--- src/rtl/idu_dispatch_param_if.sv ---
// Dispatch bus between the fetch queue, the dispatch unit and the RS array.
// The master modport is the fetch/RS side; the slave modport is the dispatch unit.
interface idu_dispatch_param_if #(
  parameter int INS_PART_WID = 4,
  parameter int TAG_LEN      = 4,
  parameter int NUM_RS       = 8
);
  localparam int BUS_WID = 3*TAG_LEN + 2*INS_PART_WID;

  logic                    inst_1_valid;
  logic [INS_PART_WID-1:0] inst_1_type;
  logic [INS_PART_WID-1:0] inst_1_dest;
  logic [INS_PART_WID-1:0] inst_1_src0;
  logic [INS_PART_WID-1:0] inst_1_src1;
  logic                    inst_1_fetch;

  logic                    inst_2_valid;
  logic [INS_PART_WID-1:0] inst_2_type;
  logic [INS_PART_WID-1:0] inst_2_dest;
  logic [INS_PART_WID-1:0] inst_2_src0;
  logic [INS_PART_WID-1:0] inst_2_src1;
  logic                    inst_2_fetch;

  logic [BUS_WID-1:0]      instruction1;
  logic                    instruction1_valid;
  logic [BUS_WID-1:0]      instruction2;
  logic                    instruction2_valid;

  logic [NUM_RS-1:0]       rs_done;
  logic                    illegal_inst;

  modport master (
    output inst_1_valid, inst_1_type, inst_1_dest, inst_1_src0, inst_1_src1,
    output inst_2_valid, inst_2_type, inst_2_dest, inst_2_src0, inst_2_src1,
    output rs_done,
    input  inst_1_fetch, inst_2_fetch,
    input  instruction1, instruction1_valid, instruction2, instruction2_valid,
    input  illegal_inst
  );

  modport slave (
    input  inst_1_valid, inst_1_type, inst_1_dest, inst_1_src0, inst_1_src1,
    input  inst_2_valid, inst_2_type, inst_2_dest, inst_2_src0, inst_2_src1,
    input  rs_done,
    output inst_1_fetch, inst_2_fetch,
    output instruction1, instruction1_valid, instruction2, instruction2_valid,
    output illegal_inst
  );
endinterface

--- src/rtl/idu_dispatch_param.sv ---
// Dual-issue Tomasulo dispatch: per-FU-type RS pools, register status renaming,
// intra-pair RAW forwarding and done bypass. Optional counters under DISPATCH_STATS_EN.
module idu_dispatch_param #(
  parameter int NUM_FU_TYPES = 4,
  parameter int RS_PER_TYPE  = 2,
  parameter int NUM_REG      = 16,
  parameter int INS_PART_WID = 4,
  parameter int TAG_LEN      = 4,
  parameter int STORE_TYPE   = 4
) (
  input  logic                clk,
  input  logic                rst,
  idu_dispatch_param_if.slave bus
`ifdef DISPATCH_STATS_EN
  ,
  output logic [31:0]         stat_dispatched,
  output logic [31:0]         stat_stalls
`endif
);

  localparam int NUM_RS = NUM_FU_TYPES * RS_PER_TYPE;

  typedef logic [TAG_LEN-1:0]      tag_t;
  typedef logic [INS_PART_WID-1:0] part_t;

  logic [NUM_RS-1:0] busy_q;
  tag_t              status_q   [NUM_REG];
  tag_t              status_clr [NUM_REG];
  tag_t              status_nxt [NUM_REG];

  logic              legal1, legal2;
  logic              acc1, acc2;
  logic              disp1, disp2;
  logic              wr1, wr2;
  int                rs1, rs2;
  logic [NUM_RS-1:0] alloc1, alloc2;
  tag_t              tag1, tag2;
  tag_t              q10, q11, q20, q21;

  function automatic logic is_legal(input part_t t);
    return (t != '0) && (int'(t) <= NUM_FU_TYPES);
  endfunction

  // Lowest free RS index in the opcode's pool, or -1 when the pool is full.
  function automatic int find_free(input logic [NUM_RS-1:0] mask, input part_t t);
    int base;
    find_free = -1;
    if (is_legal(t)) begin
      base = (int'(t) - 1) * RS_PER_TYPE;
      for (int i = RS_PER_TYPE - 1; i >= 0; i--) begin
        if (!mask[base + i]) find_free = base + i;
      end
    end
  endfunction

  // Status table as it would look once this cycle's completions are applied;
  // reading from it gives the same-cycle done bypass for free.
  always_comb begin : done_clear
    for (int r = 0; r < NUM_REG; r++) begin
      status_clr[r] = status_q[r];
      for (int k = 0; k < NUM_RS; k++) begin
        if (bus.rs_done[k] && (status_q[r] == tag_t'(k + 1))) status_clr[r] = '0;
      end
    end
  end

  always_comb begin : allocate
    // NOTE: every variable gets a default before any conditional write,
    // otherwise an incomplete path infers a latch.
    alloc1 = '0;
    alloc2 = '0;

    legal1 = is_legal(bus.inst_1_type);
    rs1    = find_free(busy_q, bus.inst_1_type);
    acc1   = bus.inst_1_valid && (!legal1 || (rs1 >= 0));
    disp1  = acc1 && legal1;
    for (int k = 0; k < NUM_RS; k++) begin
      if (disp1 && (rs1 == k)) alloc1[k] = 1'b1;
    end

    // Slot 2 only issues behind slot 1, and sees slot 1's RS already taken.
    legal2 = is_legal(bus.inst_2_type);
    rs2    = find_free(busy_q | alloc1, bus.inst_2_type);
    acc2   = acc1 && bus.inst_2_valid && (!legal2 || (rs2 >= 0));
    disp2  = acc2 && legal2;
    for (int k = 0; k < NUM_RS; k++) begin
      if (disp2 && (rs2 == k)) alloc2[k] = 1'b1;
    end

    tag1 = disp1 ? tag_t'(rs1 + 1) : '0;
    tag2 = disp2 ? tag_t'(rs2 + 1) : '0;
    wr1  = disp1 && (bus.inst_1_type != part_t'(STORE_TYPE));
    wr2  = disp2 && (bus.inst_2_type != part_t'(STORE_TYPE));
  end

  always_comb begin : rename
    q10 = status_clr[bus.inst_1_src0];
    q11 = status_clr[bus.inst_1_src1];
    q20 = (wr1 && (bus.inst_2_src0 == bus.inst_1_dest)) ? tag1 : status_clr[bus.inst_2_src0];
    q21 = (wr1 && (bus.inst_2_src1 == bus.inst_1_dest)) ? tag1 : status_clr[bus.inst_2_src1];
  end

  // Slot 2 written last so it wins a WAW inside the pair; both win over done clears.
  always_comb begin : status_next
    for (int r = 0; r < NUM_REG; r++) status_nxt[r] = status_clr[r];
    if (wr1) status_nxt[bus.inst_1_dest] = tag1;
    if (wr2) status_nxt[bus.inst_2_dest] = tag2;
  end

  assign bus.inst_1_fetch = acc1;
  assign bus.inst_2_fetch = acc2;

  // NOTE: sequential state uses non-blocking assignments so every flop samples
  // pre-edge values regardless of statement order.
  always_ff @(posedge clk) begin
    if (rst) begin
      busy_q                 <= '0;
      // NOTE: the status table is a small flop array that must read as
      // "all in register file" after reset, so it is reset explicitly.
      for (int r = 0; r < NUM_REG; r++) status_q[r] <= '0;
      bus.instruction1       <= '0;
      bus.instruction2       <= '0;
      bus.instruction1_valid <= 1'b0;
      bus.instruction2_valid <= 1'b0;
      bus.illegal_inst       <= 1'b0;
    end else begin
      busy_q <= (busy_q & ~bus.rs_done) | alloc1 | alloc2;
      for (int r = 0; r < NUM_REG; r++) status_q[r] <= status_nxt[r];

      bus.instruction1_valid <= disp1;
      bus.instruction2_valid <= disp2;
      if (disp1) bus.instruction1 <= {tag1, q10, q11, bus.inst_1_src0, bus.inst_1_src1};
      if (disp2) bus.instruction2 <= {tag2, q20, q21, bus.inst_2_src0, bus.inst_2_src1};
      bus.illegal_inst <= (acc1 && !legal1) || (acc2 && !legal2);
    end
  end

`ifdef DISPATCH_STATS_EN
  logic [32:0] disp_sum;

  always_comb disp_sum = {1'b0, stat_dispatched} + 33'(disp1) + 33'(disp2);

  always_ff @(posedge clk) begin
    if (rst) begin
      stat_dispatched <= '0;
      stat_stalls     <= '0;
    end else begin
      stat_dispatched <= disp_sum[32] ? '1 : disp_sum[31:0];
      if (bus.inst_1_valid && !acc1 && (stat_stalls != '1))
        stat_stalls <= stat_stalls + 32'd1;
    end
  end
`endif

endmodule

--- src/flat_wrapper.sv ---
// flat-port wrapper written by rule: the top's interface ports become plain ports
module idu_dispatch_param_flat 
#(
  parameter int NUM_FU_TYPES = 4,
  parameter int RS_PER_TYPE  = 2,
  parameter int NUM_REG      = 16,
  parameter int INS_PART_WID = 4,
  parameter int TAG_LEN      = 4,
  parameter int STORE_TYPE   = 4
)
  (clk, rst, bus_inst_1_valid, bus_inst_1_type, bus_inst_1_dest, bus_inst_1_src0, bus_inst_1_src1, bus_inst_2_valid, bus_inst_2_type, bus_inst_2_dest, bus_inst_2_src0, bus_inst_2_src1, bus_rs_done, bus_inst_1_fetch, bus_inst_2_fetch, bus_instruction1, bus_instruction1_valid, bus_instruction2, bus_instruction2_valid, bus_illegal_inst);
  idu_dispatch_param_if #(.INS_PART_WID(INS_PART_WID), .TAG_LEN(TAG_LEN), .NUM_RS(8)) bus_i ();
  input  logic clk;
  input  logic rst;
  input wire logic [$bits(bus_i.inst_1_valid)-1:0] bus_inst_1_valid;
  input wire logic [$bits(bus_i.inst_1_type)-1:0] bus_inst_1_type;
  input wire logic [$bits(bus_i.inst_1_dest)-1:0] bus_inst_1_dest;
  input wire logic [$bits(bus_i.inst_1_src0)-1:0] bus_inst_1_src0;
  input wire logic [$bits(bus_i.inst_1_src1)-1:0] bus_inst_1_src1;
  input wire logic [$bits(bus_i.inst_2_valid)-1:0] bus_inst_2_valid;
  input wire logic [$bits(bus_i.inst_2_type)-1:0] bus_inst_2_type;
  input wire logic [$bits(bus_i.inst_2_dest)-1:0] bus_inst_2_dest;
  input wire logic [$bits(bus_i.inst_2_src0)-1:0] bus_inst_2_src0;
  input wire logic [$bits(bus_i.inst_2_src1)-1:0] bus_inst_2_src1;
  input wire logic [$bits(bus_i.rs_done)-1:0] bus_rs_done;
  output wire logic [$bits(bus_i.inst_1_fetch)-1:0] bus_inst_1_fetch;
  output wire logic [$bits(bus_i.inst_2_fetch)-1:0] bus_inst_2_fetch;
  output wire logic [$bits(bus_i.instruction1)-1:0] bus_instruction1;
  output wire logic [$bits(bus_i.instruction1_valid)-1:0] bus_instruction1_valid;
  output wire logic [$bits(bus_i.instruction2)-1:0] bus_instruction2;
  output wire logic [$bits(bus_i.instruction2_valid)-1:0] bus_instruction2_valid;
  output wire logic [$bits(bus_i.illegal_inst)-1:0] bus_illegal_inst;
  assign bus_i.inst_1_valid = bus_inst_1_valid;
  assign bus_i.inst_1_type = bus_inst_1_type;
  assign bus_i.inst_1_dest = bus_inst_1_dest;
  assign bus_i.inst_1_src0 = bus_inst_1_src0;
  assign bus_i.inst_1_src1 = bus_inst_1_src1;
  assign bus_i.inst_2_valid = bus_inst_2_valid;
  assign bus_i.inst_2_type = bus_inst_2_type;
  assign bus_i.inst_2_dest = bus_inst_2_dest;
  assign bus_i.inst_2_src0 = bus_inst_2_src0;
  assign bus_i.inst_2_src1 = bus_inst_2_src1;
  assign bus_i.rs_done = bus_rs_done;
  assign bus_inst_1_fetch = bus_i.inst_1_fetch;
  assign bus_inst_2_fetch = bus_i.inst_2_fetch;
  assign bus_instruction1 = bus_i.instruction1;
  assign bus_instruction1_valid = bus_i.instruction1_valid;
  assign bus_instruction2 = bus_i.instruction2;
  assign bus_instruction2_valid = bus_i.instruction2_valid;
  assign bus_illegal_inst = bus_i.illegal_inst;
  idu_dispatch_param #(.NUM_FU_TYPES(NUM_FU_TYPES), .RS_PER_TYPE(RS_PER_TYPE), .NUM_REG(NUM_REG), .INS_PART_WID(INS_PART_WID), .TAG_LEN(TAG_LEN), .STORE_TYPE(STORE_TYPE)) u_core (.clk(clk), .rst(rst), .bus(bus_i));
endmodule
--- config.mk ---
export PLATFORM = sky130hd
export DESIGN_NAME = idu_dispatch_param_flat
export DESIGN_NICKNAME = d
export VERILOG_FILES = /design/src/rtl/idu_dispatch_param_if.sv /design/src/rtl/idu_dispatch_param.sv /design/src/flat_wrapper.sv
export SDC_FILE = /design/constraint.sdc
export NUM_CORES = 1
export LEC_CHECK = 0
export CAP_MARGIN = 40
export CORE_ASPECT_RATIO = 0.7
export CORE_MARGIN = 2
export CORE_UTILIZATION = 45
export DETAILED_ROUTE_END_ITERATION = 8
export PLACE_DENSITY = 0.67
export SLEW_MARGIN = 40
export SYNTH_ARGS = -nofsm -noshare
export SYNTH_HDL_FRONTEND = slang
export SYNTH_SLANG_ARGS = --single-unit
export TNS_END_PERCENT = 30
--- constraint.sdc ---
create_clock -name clk -period 5.55 [get_ports clk]
set_input_delay 1.11 -clock clk [delete_from_list [all_inputs] [get_ports clk]]
set_output_delay 1.11 -clock clk [all_outputs]
set_load 0.05 [all_outputs]
### Word level (Yosys, flattened, before mapping)

Memories as Yosys holds them, arrays and structs flattened.
Cells that the tools add are included.

| operators by class | value |
|---|---|
| add/sub/neg operators | 6 |
| magnitude comparators | 16 |
| eq/ne operators | 146 |
| mux-type cells | 205 |
| bitwise operators | 27 |
| reduce and logical (&&, ||, !) cells | 168 |

Operator list:

| operator | number |
|---|---|
| $mux W4 | 158 |
| $eq A32 B4 Y1 const B | 8 |
| $eq A4 B3 Y1 const B | 64 |
| $mux W32 | 6 |
| $logic_and A1 B1 Y1 | 159 |
| $bwmux W64 | 2 |
| $eq A32 B3 Y1 const B | 4 |
| $eq A4 B2 Y1 const B | 32 |
| $lt A32 B5 Y1 const B | 4 |
| $mux W64 | 2 |
| $add A32 B2 Y32 const B | 2 |
| $bmux W4 S4 | 4 |
| $eq A32 B2 Y1 const B | 2 |
| $eq A4 B1 Y1 const B | 16 |
| $eq A4 B4 Y1 const B | 16 |
| $ge A32 B1 Y1 const B | 2 |
| $logic_not A32 Y1 | 2 |
| $demux W4 S4 | 2 |
| $ge A5 B5 Y1 const B | 6 |
| $not A4 Y5 | 6 |
| $mux W1 | 27 |
| $or A8 B8 Y8 | 3 |
| $or A1 B1 Y1 | 16 |
| $lt A5 B1 Y1 const B | 2 |
| 12 further kinds | 23 |

| storage, ports and cells | value |
|---|---|
| bits in registers | 51 |
| bits in writable memories | 64 |
| bits of input ports | 44 |
| word-level logic and storage cells | 575 |
| memories | 1 |

Memory list:

| name | depth | width | read ports | clocked after memory_dff | wr ports | line | text |
|---|---|---|---|---|---|---|---|
| u_core.status_q | 16 | 4 | 16 | 0 | 16 | idu_dispatch_param.sv:27 | `tag_t status_q [NUM_REG];` |

### Logic depth before layout (Yosys ltp)

| depth | value |
|---|---|
| depth in word-level cells | 29 |
| depth in mapped cells | 20 |

### Worst setup path after synthesis

OpenSTA, ideal clock, no wires.

| timing path | value |
|---|---|
| path type | input to output |
| start | input bus_inst_1_type[0] |
| end | output bus_inst_2_fetch |
| arrival time | 4.385 ns |
| data required time | 4.440 ns |
| setup slack | 0.055 ns |
| cell stages on the path | 11 |
| path buffers | 1 |
| cells stage by stage | inv_1 -> ha_1 -> mux4_2 -> and2_4 -> or3_1 -> ha_1 -> a311oi_1 -> a311o_2 -> o21ai_2 -> buf_4 -> a31oi_1 |

| between the ends | value |
|---|---|
| word-level cells in the longest chain between the ends | 24 |
| elaborated cells on any way between the ends | 57 |

RTL lines:

| element | line | text |
|---|---|---|
| from (decl) | flat_wrapper.sv:16 | `input wire logic [$bits(bus_i.inst_1_type)-1:0] bus_inst_1_type;` |
| $sub A4 B1 Y5 | idu_dispatch_param.sv:49 | `base = (int'(t) - 1) * RS_PER_TYPE;` |
| $add A32 B2 Y32 | idu_dispatch_param.sv:51 | `if (!mask[base + i]) find_free = base + i;` |
| $bmux W1 S3 | idu_dispatch_param.sv:51 |  |
| $mux W1 (not written as such) (2 in series) | idu_dispatch_param.sv:51 |  |
| $mux W32 (2 in series) | idu_dispatch_param.sv:51 |  |
| $mux W32 | idu_dispatch_param.sv:48 | `if (is_legal(t)) begin` |
| $ge A32 B1 Y1 | idu_dispatch_param.sv:75 | `acc1 = bus.inst_1_valid && (!legal1 \|\| (rs1 >= 0));` |
| $logic_or A1 B1 Y1 | idu_dispatch_param.sv:75 |  |
| (+4 left out) | - |  |
| $or A8 B8 Y8 | idu_dispatch_param.sv:83 | `rs2 = find_free(busy_q \| alloc1, bus.inst_2_type);` |
| $bmux W1 S3 | idu_dispatch_param.sv:51 |  |
| $mux W1 (not written as such) (2 in series) | idu_dispatch_param.sv:51 |  |
| $mux W32 (2 in series) | idu_dispatch_param.sv:51 |  |
| $mux W32 | idu_dispatch_param.sv:48 |  |
| $ge A32 B1 Y1 | idu_dispatch_param.sv:84 | `acc2 = acc1 && bus.inst_2_valid && (!legal2 \|\| (rs2 >= 0));` |
| $logic_or A1 B1 Y1 | idu_dispatch_param.sv:84 |  |
| $logic_and A1 B1 Y1 * | idu_dispatch_param.sv:84 |  |
| to (decl) | flat_wrapper.sv:27 | `output wire logic [$bits(bus_i.inst_2_fetch)-1:0] bus_inst_2_fetch;` |

Mark *: on every way between the ends. The rest lies on a longest branch, timed or not. The select of a mux whose other input is x is not followed.

### Worst setup path in the final report

Same ends and word-level chain as after synthesis.

==> results.txt <==
Placed instance area - 11,700 µm²
FF+latch count, synth - 115
Crit share post-route - 0.959
Final min period - 5.32 ns
Worst-path fanout max - 3
Clk slew on worst S/H paths - 0.05 ns
Syn Area/Cell - 9.18 µm²
Root buf cell - clkbuf_16
Synth top area share - 0.227
H-Tree Depth - 4
Area contributors post-synth - dfxtp_1 23%, mux4_2 18%, mux2i_1 11%
Initial DRC count - 1,478
VDD IR max - 0.203 mV
Cells after Synth - 1,103
Vias in the first global route - 9,269
Design Area, Final - 12,400 µm²
Pins over their slew limit - 0
Clk sink count - 115
Fmax - 0.188 GHz
Vias per cell - 6.70
Net switching power - 702 µW
Initial antenna violation count - 1
Critical Path Start Type - primary input
Biggest area consumer among synthesized cells - dfxtp_1
Residual DRC count - 0
Net Sw Frac - 0.283
Post-synthesis sequential area ratio - 0.227
Hold depth - 2
Slew margin rel. - 0.353
CP max-delay cell - a311o_2
DR vias - 10,200
Crit path arrival time - 4.21 ns
Status - complete, no violations
Max Cap Viol - 0
Unique masters post-synth - 79
Asr flop ratio synth - 0
Aggregate global-route resource usage - 0.326
Area Growth Syn to Fin - 22.3%
HPWL after DPL - 28,100 µm
Syn. warnings - 0
Ant diodes - 0
CTS tree - yes
Starting Density - 0.462
Main flop type after synthesis - dfxtp_1
Worst slew pin tran - 0.961 ns
Layout cells sized above 1 - 0.249
RSZ-0062 raised after global routing - no
Clk_skew - 0.0124 ns
Routing usage on met1 - 0.456
Worst Hold Class - flop to flop
Critical Path Start - bus_inst_1_type[0]
Clk buf depth - 2
Pwr/cell area - 200 nW/µm²
Cells along the critical path - dlygate4sd2_1 -> inv_2 -> ha_4 -> mux4_2 -> and2_4 -> or3_4 -> inv_2 -> ha_1 -> o311ai_0 -> nor3_1 -> buf_4 -> nand2_1 -> a311o_2 -> a22oi_2 -> a31oi_1 -> buf_4
Met2 Track Usage GR - 0.457
Final Hold Fails - 0
GRT overflow - 0
Number of synthesized flops with an enable pin - 0
Cells on worst reg2reg path - 18
GRT busiest layer - met2
FP Rows - 45
Final ANT Viol Nets - 0
R2r startpoint - u_core.busy_q[1]
Setup-failing EPs final - 0
Final Wtd Congestion - 1.02
CP endpoint kind - output pin
Setup Crit Path Kind - primary input to output pin
R2R Setup Slk - 1.34 ns
Largest net degree at the start of global routing - 43
PortBufs - 88
Comb pwr share - 0.173
P_leak - 0.00442 µW
Chip Height - 129 µm
Sequential Power Share - 0.338
Clock power frac - 0.490
Worst reg2reg endpoint - u_core.status_q[1][1]
Total Neg Setup Slack - 0 ns
Router iterations before antenna repair - 9
Hold Crit Start - u_core.bus.instruction1[19]
Syn_nets - 1,158
Final #Nets - 1,277
Req. time, crit path - 4.44 ns
First-pass GRT wire length - 57,800 µm
Clock Latency Late Sink - 0.44 ns
CTS buffer count - 17
# hold bufs at CTS - 0
Die ar. - 23,700 µm²
Post-DR wirelength/cell - 25.6 µm
Mapped Area - 10,100 µm²
Hold-critical path endpoint - u_core.bus.instruction1[19]
Io pins - 89
Worst path max stage delay - 0.44 ns
Core Box Area - 21,900 µm²
Met3 usage - 0.126
Final WL - 38,800 µm
Die X - 183 µm
P_int - 1780 µW
power groups by stage:
stage | Combinational, µW | Clock [µW] | Sequential [µW]
final | 429 | 1220 | 838
after global routing | 445 | 1260 | 838
after CTS | 413 | 1220 | 838
after detailed placement | 408 | 0 | 855
after global placement | 407 | 0 | 855
after floorplan | 229 | 0 | 878
final cells by class:
class                      count  area (µm²)
tap                          282         353
clock inverter                 9         150
clock buffer                  23         488
multi-input combinational    866        7360
sequential                   115        2300
inverter                      37         139
fill                        1921        9520
timing repair buffer         185        1590
state kept, by name, indices dropped and copies added (netlist names):
signal	count
u_core.bus.illegal_inst	1
u_core.bus.instruction1	20
u_core.bus.instruction1_valid	1
u_core.bus.instruction2	20
u_core.bus.instruction2_valid	1
u_core.busy_q	8
u_core.status_q	64
cells by family after synthesis:
| logic type | count (synthesis) | share of synthesized area |
|---|---|---|
| AOI/OAI and AO/OA | 256 | 0.199 |
| xor gates and xnor gates | 11 | 0.00952 |
| adders and majority gates | 11 | 0.0136 |
| buffers and inverters | 122 | 0.0488 |
| DFF | 115 | 0.227 |
| muxes | 247 | 0.348 |
| and+or+nand+nor | 341 | 0.153 |
metal layers:
layer | routed length [µm] | vias to the layer above
li1 | - | 4414
met1 | 15800 | 4817
met2 | 15600 | 829
met3 | 6100 | 102
met4 | 1230 | 2
met5 | 17 | -
cell usage after synthesis, types with 24 or more instances:
library cell and count:
nand2_1 130, mux2i_1 116, dfxtp_1 115, nor2_1 89
mux4_2 79, clkbuf_1 73, a21oi_1 56, mux2_2 41
inv_1 31, a21boi_0 30, nand3_1 27, nand2b_1 24
worst max path at each step:
stage	endpoint	slack, ns	depth (start not counted)
floorplan	bus_inst_2_fetch	0.05	11
global placement	bus_inst_2_fetch	-0.009	15
detailed placement	u_core.status_q[1][1]	-0.19	20
CTS	bus_inst_2_fetch	0.21	15
global route	bus_inst_2_fetch	0.009	16
finish	bus_inst_2_fetch	0.23	16
through the flow:
stage | cells | hold slack (ns) | util | power [µW] | worst slack [ns]
finish | 1517 | 0.454 | 0.565 | 2480 | 0.230
global route | 1517 | 0.471 | 0.565 | 2540 | 0.00935
CTS | 1517 | 0.454 | 0.565 | 2470 | 0.210
detailed placement | 1484 | 0.446 | 0.535 | 1260 | -0.186
global placement | 1484 | 0.441 | 0.535 | 1260 | -0.00910
floorplan | 1103 | 0.481 | - | 1110 | 0.0546
cells in the final DEF (no fill, tap or decap), drive strengths merged, types with 5 or more instances in the layout:
cell type / n
and2: 7
o211ai: 8
or2: 13
clkbuf: 23
xor2: 10
a21boi: 30
clkinv: 8
a21oi: 59
o41ai: 17
clkdlybuf4s50: 79
nor2b: 9
nor3: 19
a31oi: 16
o21a: 6
o22ai: 5
a211oi: 14
o221a: 6
ha: 11
nand2b: 24
mux4: 79
buf: 104
a2111oi: 9
o31ai: 5
a211o: 8
mux2: 52
nand3: 27
nand4: 6
nor4: 5
inv: 32
nand2: 130
a21o: 6
dfxtp: 115
o2111ai: 5
nor2: 89
o21ai: 26
mux2i: 116
what timing repair did:
item / CTS / global route
setup endpoints to repair: 1 / 1
endpoints found under the hold margin: 0 / 0
gates resized for setup: 8 / 0
pin swaps: 4 / 1
buffers inserted: 1 / 0
critical path, delay by kind of cell:
kind	cells	cell delay, ns
mux	1	0.30
fa+ha+maj	2	0.43
simple gates	4	0.74
compound gates	4	0.88
buf+inv	5	0.74
(Power assumes the default switching activity.)
